$ cat config.mk
export PLATFORM = sky130hd
export DESIGN_NAME = dot_product_row_feeder_flat
export DESIGN_NICKNAME = d
export VERILOG_FILES = /design/src/rtl/dot_product_row_feeder_if.sv /design/src/rtl/dot_product_row_feeder.sv /design/src/flat_wrapper.sv
export SDC_FILE = /design/constraint.sdc
export NUM_CORES = 1
export LEC_CHECK = 0
export CAP_MARGIN = 20
export CORE_AREA = 2 2 462 464
export DETAILED_ROUTE_END_ITERATION = 10
export DIE_AREA = 0 0 464 466
export GPL_TIMING_DRIVEN = 0
export SYNTH_ARGS = -nofsm -noshare
export SYNTH_HDL_FRONTEND = slang
export SYNTH_SLANG_ARGS = --single-unit
$ cat constraint.sdc
create_clock -name clk -period 4 [get_ports clk]
set_input_delay 1.2 -clock clk [delete_from_list [all_inputs] [get_ports clk]]
set_output_delay 1.2 -clock clk [all_outputs]
set_load 0.01 [all_outputs]
$ cat src/rtl/dot_product_row_feeder_if.sv
// Signal bundle between the row feeder and its neighbours: job issuer, row memories, dot-product unit.
// The feeder uses the master modport; the surrounding system uses slave.
interface dot_product_row_feeder_if #(
  parameter int element_width = 32,
  parameter int no_of_units   = 8,
  parameter int addr_width    = 10
);
  localparam int row_width = element_width * no_of_units;

  logic                     start;
  logic [31:0]              total;
  logic [addr_width-1:0]    a_base;
  logic [addr_width-1:0]    b_base;
  logic [addr_width-1:0]    a_addr;
  logic [addr_width-1:0]    b_addr;
  logic                     mem_rd_en;
  logic [row_width-1:0]     a_data;
  logic [row_width-1:0]     b_data;
  logic [row_width-1:0]     first_row_output;
  logic [row_width-1:0]     second_row_output;
  logic                     outsider_read_now;
  logic [31:0]              total_out;
  logic                     dp_reset;
  logic                     I_am_ready;
  logic                     finish;
  logic [element_width-1:0] dot_product_input;
  logic [element_width-1:0] result;
  logic                     result_valid;
  logic                     busy;
  logic                     error;

  modport master (
    input  start, total, a_base, b_base, a_data, b_data, I_am_ready, finish, dot_product_input,
    output a_addr, b_addr, mem_rd_en, first_row_output, second_row_output, outsider_read_now,
           total_out, dp_reset, result, result_valid, busy, error
  );

  modport slave (
    output start, total, a_base, b_base, a_data, b_data, I_am_ready, finish, dot_product_input,
    input  a_addr, b_addr, mem_rd_en, first_row_output, second_row_output, outsider_read_now,
           total_out, dp_reset, result, result_valid, busy, error
  );
endinterface

$ cat src/rtl/dot_product_row_feeder.sv
// Fetches operand packages from two row memories, hands them one by one to the dot-product unit,
// then waits for its finish edge and captures the scalar result. Owns the unit's reset.
module dot_product_row_feeder #(
  parameter int element_width  = 32,
  parameter int no_of_units    = 8,
  parameter int addr_width     = 10,
  parameter int timeout_cycles = 256
) (
  input  logic                    clk,
  input  logic                    reset,
  dot_product_row_feeder_if.master bus
);
  localparam int row_width = element_width * no_of_units;
  localparam int wd_width  = $clog2(timeout_cycles + 1);

  typedef enum logic [2:0] {
    IDLE, DPRST, FETCH, LOAD, PRESENT, WAIT_READY, WAIT_FINISH
  } state_t;

  state_t                   state, state_next;
  logic [31:0]              total_q;
  logic [31:0]              pkg_cnt;
  logic [31:0]              last_pkg;
  logic [addr_width-1:0]    a_base_q, b_base_q;
  logic [row_width-1:0]     a_row, b_row;
  logic [element_width-1:0] result_q;
  logic [wd_width-1:0]      wd_cnt;
  logic                     dprst_second;
  logic                     finish_q;
  logic                     dp_reset_q;
  logic                     error_q;
  logic                     result_valid_q;
  logic                     total_ok;
  logic                     finish_rise;
  logic                     timeout;

  assign total_ok    = (bus.total != 32'd0) && ((bus.total % 32'(no_of_units)) == 32'd0);
  assign last_pkg    = (total_q / 32'(no_of_units)) - 32'd1;
  assign finish_rise = bus.finish && !finish_q;
  assign timeout     = (wd_cnt == wd_width'(timeout_cycles - 1)) &&
                       ((state == WAIT_READY && !bus.I_am_ready) ||
                        (state == WAIT_FINISH && !finish_rise));

  always_comb begin
    // NOTE: default assigned before the case so no path leaves state_next unassigned (no latch).
    state_next = state;
    unique case (state)
      IDLE:        if (bus.start && total_ok) state_next = DPRST;
      DPRST:       if (dprst_second) state_next = FETCH;
      FETCH:       state_next = LOAD;
      LOAD:        state_next = PRESENT;
      PRESENT:     state_next = WAIT_READY;
      WAIT_READY: begin
        if (bus.I_am_ready)  state_next = (pkg_cnt == last_pkg) ? WAIT_FINISH : FETCH;
        else if (timeout)    state_next = IDLE;
      end
      WAIT_FINISH: if (finish_rise || timeout) state_next = IDLE;
      default:     state_next = IDLE;
    endcase
  end

  // NOTE: all state here updates with non-blocking assignments so every register sees pre-edge values.
  always_ff @(posedge clk) begin
    if (!reset) begin
      // NOTE: row and result registers are reset too: the dot-product unit sees zeros, never stale data.
      state          <= IDLE;
      total_q        <= '0;
      pkg_cnt        <= '0;
      a_base_q       <= '0;
      b_base_q       <= '0;
      a_row          <= '0;
      b_row          <= '0;
      result_q       <= '0;
      wd_cnt         <= '0;
      dprst_second   <= 1'b0;
      finish_q       <= 1'b0;
      dp_reset_q     <= 1'b1;
      error_q        <= 1'b0;
      result_valid_q <= 1'b0;
    end else begin
      state          <= state_next;
      error_q        <= 1'b0;
      result_valid_q <= 1'b0;
      dp_reset_q     <= 1'b0;
      dprst_second   <= (state == DPRST) ? !dprst_second : 1'b0;
      // Edge history restarts with each job so a level left high by the last job cannot count as new.
      finish_q       <= (state == DPRST) ? 1'b0 : bus.finish;

      if ((state == WAIT_READY || state == WAIT_FINISH) && state_next == state)
        wd_cnt <= wd_cnt + wd_width'(1);
      else
        wd_cnt <= '0;

      unique case (state)
        IDLE: begin
          if (bus.start) begin
            if (total_ok) begin
              total_q  <= bus.total;
              a_base_q <= bus.a_base;
              b_base_q <= bus.b_base;
              pkg_cnt  <= '0;
            end else begin
              error_q  <= 1'b1;
            end
          end
        end
        LOAD: begin
          a_row <= bus.a_data;
          b_row <= bus.b_data;
        end
        WAIT_READY: begin
          if (bus.I_am_ready && pkg_cnt != last_pkg) pkg_cnt <= pkg_cnt + 32'd1;
        end
        WAIT_FINISH: begin
          if (finish_rise) begin
            result_q       <= bus.dot_product_input;
            result_valid_q <= 1'b1;
          end
        end
        default: ;
      endcase

      if (timeout) begin
        error_q    <= 1'b1;
        dp_reset_q <= 1'b1;
      end
    end
  end

  assign bus.mem_rd_en         = (state == FETCH);
  assign bus.a_addr            = (state == FETCH) ? a_base_q + pkg_cnt[addr_width-1:0] : '0;
  assign bus.b_addr            = (state == FETCH) ? b_base_q + pkg_cnt[addr_width-1:0] : '0;
  assign bus.first_row_output  = a_row;
  assign bus.second_row_output = b_row;
  assign bus.outsider_read_now = (state == PRESENT);
  assign bus.total_out         = total_q;
  assign bus.dp_reset          = dp_reset_q || (state == DPRST);
  assign bus.result            = result_q;
  assign bus.result_valid      = result_valid_q;
  assign bus.busy              = (state != IDLE);
  assign bus.error             = error_q;
endmodule

$ cat src/flat_wrapper.sv
// flat-port wrapper written by rule: the top's interface ports become plain ports
module dot_product_row_feeder_flat 
#(
  parameter int element_width  = 32,
  parameter int no_of_units    = 8,
  parameter int addr_width     = 10,
  parameter int timeout_cycles = 256
)
  (clk, reset, bus_start, bus_total, bus_a_base, bus_b_base, bus_a_data, bus_b_data, bus_I_am_ready, bus_finish, bus_dot_product_input, bus_a_addr, bus_b_addr, bus_mem_rd_en, bus_first_row_output, bus_second_row_output, bus_outsider_read_now, bus_total_out, bus_dp_reset, bus_result, bus_result_valid, bus_busy, bus_error);
  dot_product_row_feeder_if #(.element_width(element_width), .no_of_units(no_of_units), .addr_width(addr_width)) bus_i ();
  input  logic clk;
  input  logic reset;
  input wire logic [$bits(bus_i.start)-1:0] bus_start;
  input wire logic [$bits(bus_i.total)-1:0] bus_total;
  input wire logic [$bits(bus_i.a_base)-1:0] bus_a_base;
  input wire logic [$bits(bus_i.b_base)-1:0] bus_b_base;
  input wire logic [$bits(bus_i.a_data)-1:0] bus_a_data;
  input wire logic [$bits(bus_i.b_data)-1:0] bus_b_data;
  input wire logic [$bits(bus_i.I_am_ready)-1:0] bus_I_am_ready;
  input wire logic [$bits(bus_i.finish)-1:0] bus_finish;
  input wire logic [$bits(bus_i.dot_product_input)-1:0] bus_dot_product_input;
  output wire logic [$bits(bus_i.a_addr)-1:0] bus_a_addr;
  output wire logic [$bits(bus_i.b_addr)-1:0] bus_b_addr;
  output wire logic [$bits(bus_i.mem_rd_en)-1:0] bus_mem_rd_en;
  output wire logic [$bits(bus_i.first_row_output)-1:0] bus_first_row_output;
  output wire logic [$bits(bus_i.second_row_output)-1:0] bus_second_row_output;
  output wire logic [$bits(bus_i.outsider_read_now)-1:0] bus_outsider_read_now;
  output wire logic [$bits(bus_i.total_out)-1:0] bus_total_out;
  output wire logic [$bits(bus_i.dp_reset)-1:0] bus_dp_reset;
  output wire logic [$bits(bus_i.result)-1:0] bus_result;
  output wire logic [$bits(bus_i.result_valid)-1:0] bus_result_valid;
  output wire logic [$bits(bus_i.busy)-1:0] bus_busy;
  output wire logic [$bits(bus_i.error)-1:0] bus_error;
  assign bus_i.start = bus_start;
  assign bus_i.total = bus_total;
  assign bus_i.a_base = bus_a_base;
  assign bus_i.b_base = bus_b_base;
  assign bus_i.a_data = bus_a_data;
  assign bus_i.b_data = bus_b_data;
  assign bus_i.I_am_ready = bus_I_am_ready;
  assign bus_i.finish = bus_finish;
  assign bus_i.dot_product_input = bus_dot_product_input;
  assign bus_a_addr = bus_i.a_addr;
  assign bus_b_addr = bus_i.b_addr;
  assign bus_mem_rd_en = bus_i.mem_rd_en;
  assign bus_first_row_output = bus_i.first_row_output;
  assign bus_second_row_output = bus_i.second_row_output;
  assign bus_outsider_read_now = bus_i.outsider_read_now;
  assign bus_total_out = bus_i.total_out;
  assign bus_dp_reset = bus_i.dp_reset;
  assign bus_result = bus_i.result;
  assign bus_result_valid = bus_i.result_valid;
  assign bus_busy = bus_i.busy;
  assign bus_error = bus_i.error;
  dot_product_row_feeder #(.element_width(element_width), .no_of_units(no_of_units), .addr_width(addr_width), .timeout_cycles(timeout_cycles)) u_core (.clk(clk), .reset(reset), .bus(bus_i));
endmodule
==> metrics.cfg <==
[run_status]
outcome = complete, but fails checks
violations = setup timing

[drt]
via_per_inst = 3.89
drc = 0
dr.pass1.iters = 6
drt.antenna.violating_nets = 0
wl_per_cell_um = 27.7
drtIter0Drc = 1950
wirelength_um = 206000
vias = 28900

[power_and_ir_drop]
total_power_mw = 15.6
swShare = 0.247
power_frac_clock = 0.517
power_frac_comb = 0.070
p_switching_mw = 3.86
p_seq_frac = 0.413
power.internal_mw = 11.8
p_leak_nw = 14.1
vdd_ir_drop_max_mv = 0.299
p_per_area_mw_per_mm2 = 357

[floorplan]
dieArea_mm2 = 0.216
pin_count = 1203
die_w_um = 464
core_area_mm2 = 0.211
fp-row-count = 169
start_util = 0.118
die_h_um = 466

[global_routing]
grt_overflow = 0
grt_first_pass_wirelength_um = 264000
grt_util_met2 = 0.306
antenna_found_initial = 69
met3_usage = 0.0807
grt_pass1_vias = 27700
track_usage = 0.182
grt_max_degree = 14
use_met1 = 0.211
grt.busiest_layer = met2

[sta]
setup_viol = 2
rsz0062_at_grt = yes
clock_skew_ns = 0.0565
worstMarginPinSlew_ns = 1.13
fin_crit_sh = 1.03
fin_ws_ns = -0.102
finalCriticalPeriod_ns = 4.10
hold_viol = 0
final_max_slew_viol_count = 0
slew_headroom = 0.243
timing.fmax_ghz = 0.244

[cts]
h-tree-depth = 3
numCtsBuffers = 84
root_buffer = clkbuf_16
clkSlewWorstSetupHoldPaths_ns = 0.06
cts_hold_buffers = 0
cts_tree = yes
numClockSinks = 645
insertion_delay_ns = 0.74
ctsLongestPathBuffers = 3

[min_path]
hold_path_class = reg -> reg

[worst_setup_path]
path_class = reg -> out
cp_max_fo = 4
cp-start-kind = flop
critPathRequiredTime_ns = 2.80
cp-end-kind = output port
worst-endpoint-arrival_ns = 2.90

[synth]
ys_ff_latch = 645
synth_edf_count = 0
syn_area_mm2 = 0.0249
synth_nets = 3841
synth_cell_types = 78
ys_warn_count = 0
async_flop_share = 0
yosysSeqAreaShare = 0.518
syn_avg_cell_area_um2 = 7.75
synthCells = 3216
synthFlopType = dfxtp_1

[layout]
syn_to_final_growth_pct = 75.9
fin_util = 0.207
fin_nets = 5163
final_cell_mix = 1226 x nand2_1, 1185 x clkdlybuf4s50_1, 639 x dfxtp_1
drive_above_1_share = 0.0529
layout_commonest_cell = nand2_1

[placement]
dp_hpwl_um = 179000
routabilityCongestion = 0.996
io_buffers = 1201
pre_cts_ws_ns = -0.872

[run]
maxCapViolations = 0

[registers in the layout, indices dropped and copies added, names as in the netlist]
name	flops
u_core.a_base_q	10
u_core.b_base_q	10
u_core.bus.error	1
u_core.bus.first_row_output	256
u_core.bus.result	32
u_core.bus.result_valid	1
u_core.bus.second_row_output	256
u_core.bus.total_out	32
u_core.dp_reset_q	1
u_core.dprst_second	1
u_core.finish_q	1
u_core.pkg_cnt	32
u_core.state	3
u_core.wd_cnt	9
[power groups by stage]
stage / sequential, mW / clock, mW / combinational (mW)
after detailed placement: 6.60 / 0 / 1.10
after global routing: 6.46 / 8.52 / 1.16
after CTS: 6.46 / 8.32 / 1.11
final: 6.46 / 8.08 / 1.10
after global placement: 6.60 / 0 / 1.09
after floorplan: 6.59 / 0 / 0.238
[critical path: stages (launching register included)]
cell and delay [ns]:
dfxtp_4 0.38, buf_4 0.16, fa_2 0.36, a21o_1 0.18, a21oi_2 0.15, o21bai_1 0.10, a21oi_2 0.15, o21bai_1 0.10
a21oi_1 0.16, xor2_1 0.09, nor2_1 0.16, buf_2 0.18
[what timing repair did]
action | CTS | global route
pin swaps | 20 | 13
endpoints found under the hold margin | 0 | 0
resized for setup | 72 | 14
buffers inserted | 12 | 9
setup endpoints to repair | 56 | 12
[synthesized netlist by cell type (all sizes together) (22+ instances only)]
library cell | number | area share
xor2 | 26 | 0.0091
nand2 | 1226 | 0.18
ha | 22 | 0.011
xnor2 | 28 | 0.0098
clkbuf | 219 | 0.033
a21oi | 642 | 0.13
nor3 | 25 | 0.0054
o21ai | 28 | 0.0056
nand4 | 27 | 0.0074
nor4 | 26 | 0.0082
buf | 23 | 0.0048
dfxtp | 645 | 0.52
nand3 | 25 | 0.0050
nor2 | 67 | 0.010
[path summary, 6_finish.rpt]
| check | from | end | slack, ns | cells past startpoint |
|---|---|---|---|---|
| setup / recovery | u_core.pkg_cnt[1]$_SDFFE_PN0P_ | bus_b_addr[8] | -0.10 | 11 |
| setup reg to reg | u_core.bus.total_out[7]$_SDFFE_PN0P_ | u_core.pkg_cnt[12]$_SDFFE_PN0P_ | 0.18 | 10 |
| hold reg to reg | u_core.bus.second_row_output[184]$_SDFFE_PN0N_ | u_core.bus.second_row_output[184]$_SDFFE_PN0N_ | 0.45 | 2 |
| hold / removal | u_core.bus.second_row_output[184]$_SDFFE_PN0N_ | u_core.bus.second_row_output[184]$_SDFFE_PN0N_ | 0.45 | 2 |
[logic make-up after synthesis]
family	count (synthesis)	share of synthesized area
AND/OR/NAND/NOR	1472	0.244
buffers and inverters	257	0.0401
multiplexers	5	0.00216
adder cells (fa/ha/maj)	24	0.0127
AO/OA/AOI/OAI	759	0.164
flip-flops	645	0.518
XOR/XNOR	54	0.0190
[final cells by class]
type / instances / area (um2)
antenna: 17 / 42.5
buffer: 240 / 952
clock buffer: 111 / 2290
clock inverter: 32 / 554
fill: 23400 / 167000
inverter: 15 / 61.3
multi-input combinational: 2314 / 11100
sequential: 645 / 12900
tap: 2821 / 3530
timing repair buffer: 1238 / 12400
[stage by stage]
stage | TNS, ns | hold WS [ns] | std cells | instance area, um2
after floorplan | 0 | 0.426 | 3216 | 24900
after global placement | -306.71 | 0.428 | 7238 | 40500
after detailed placement | -206.26 | 0.443 | 7253 | 40700
after CTS | -0.475 | 0.453 | 7406 | 43700
after global routing | -1.22 | 0.464 | 7426 | 43800
final | -0.176 | 0.453 | 7433 | 43800
[metal layers]
layer,vias to the layer above,routed length [um],share of wire
met2,1388,96900,0.47
met4,10,4890,0.024
met5,-,65,0.00032
li1,13300,-,-
met1,13900,82100,0.40
met3,260,21900,0.11
(Power assumes the default switching activity.)
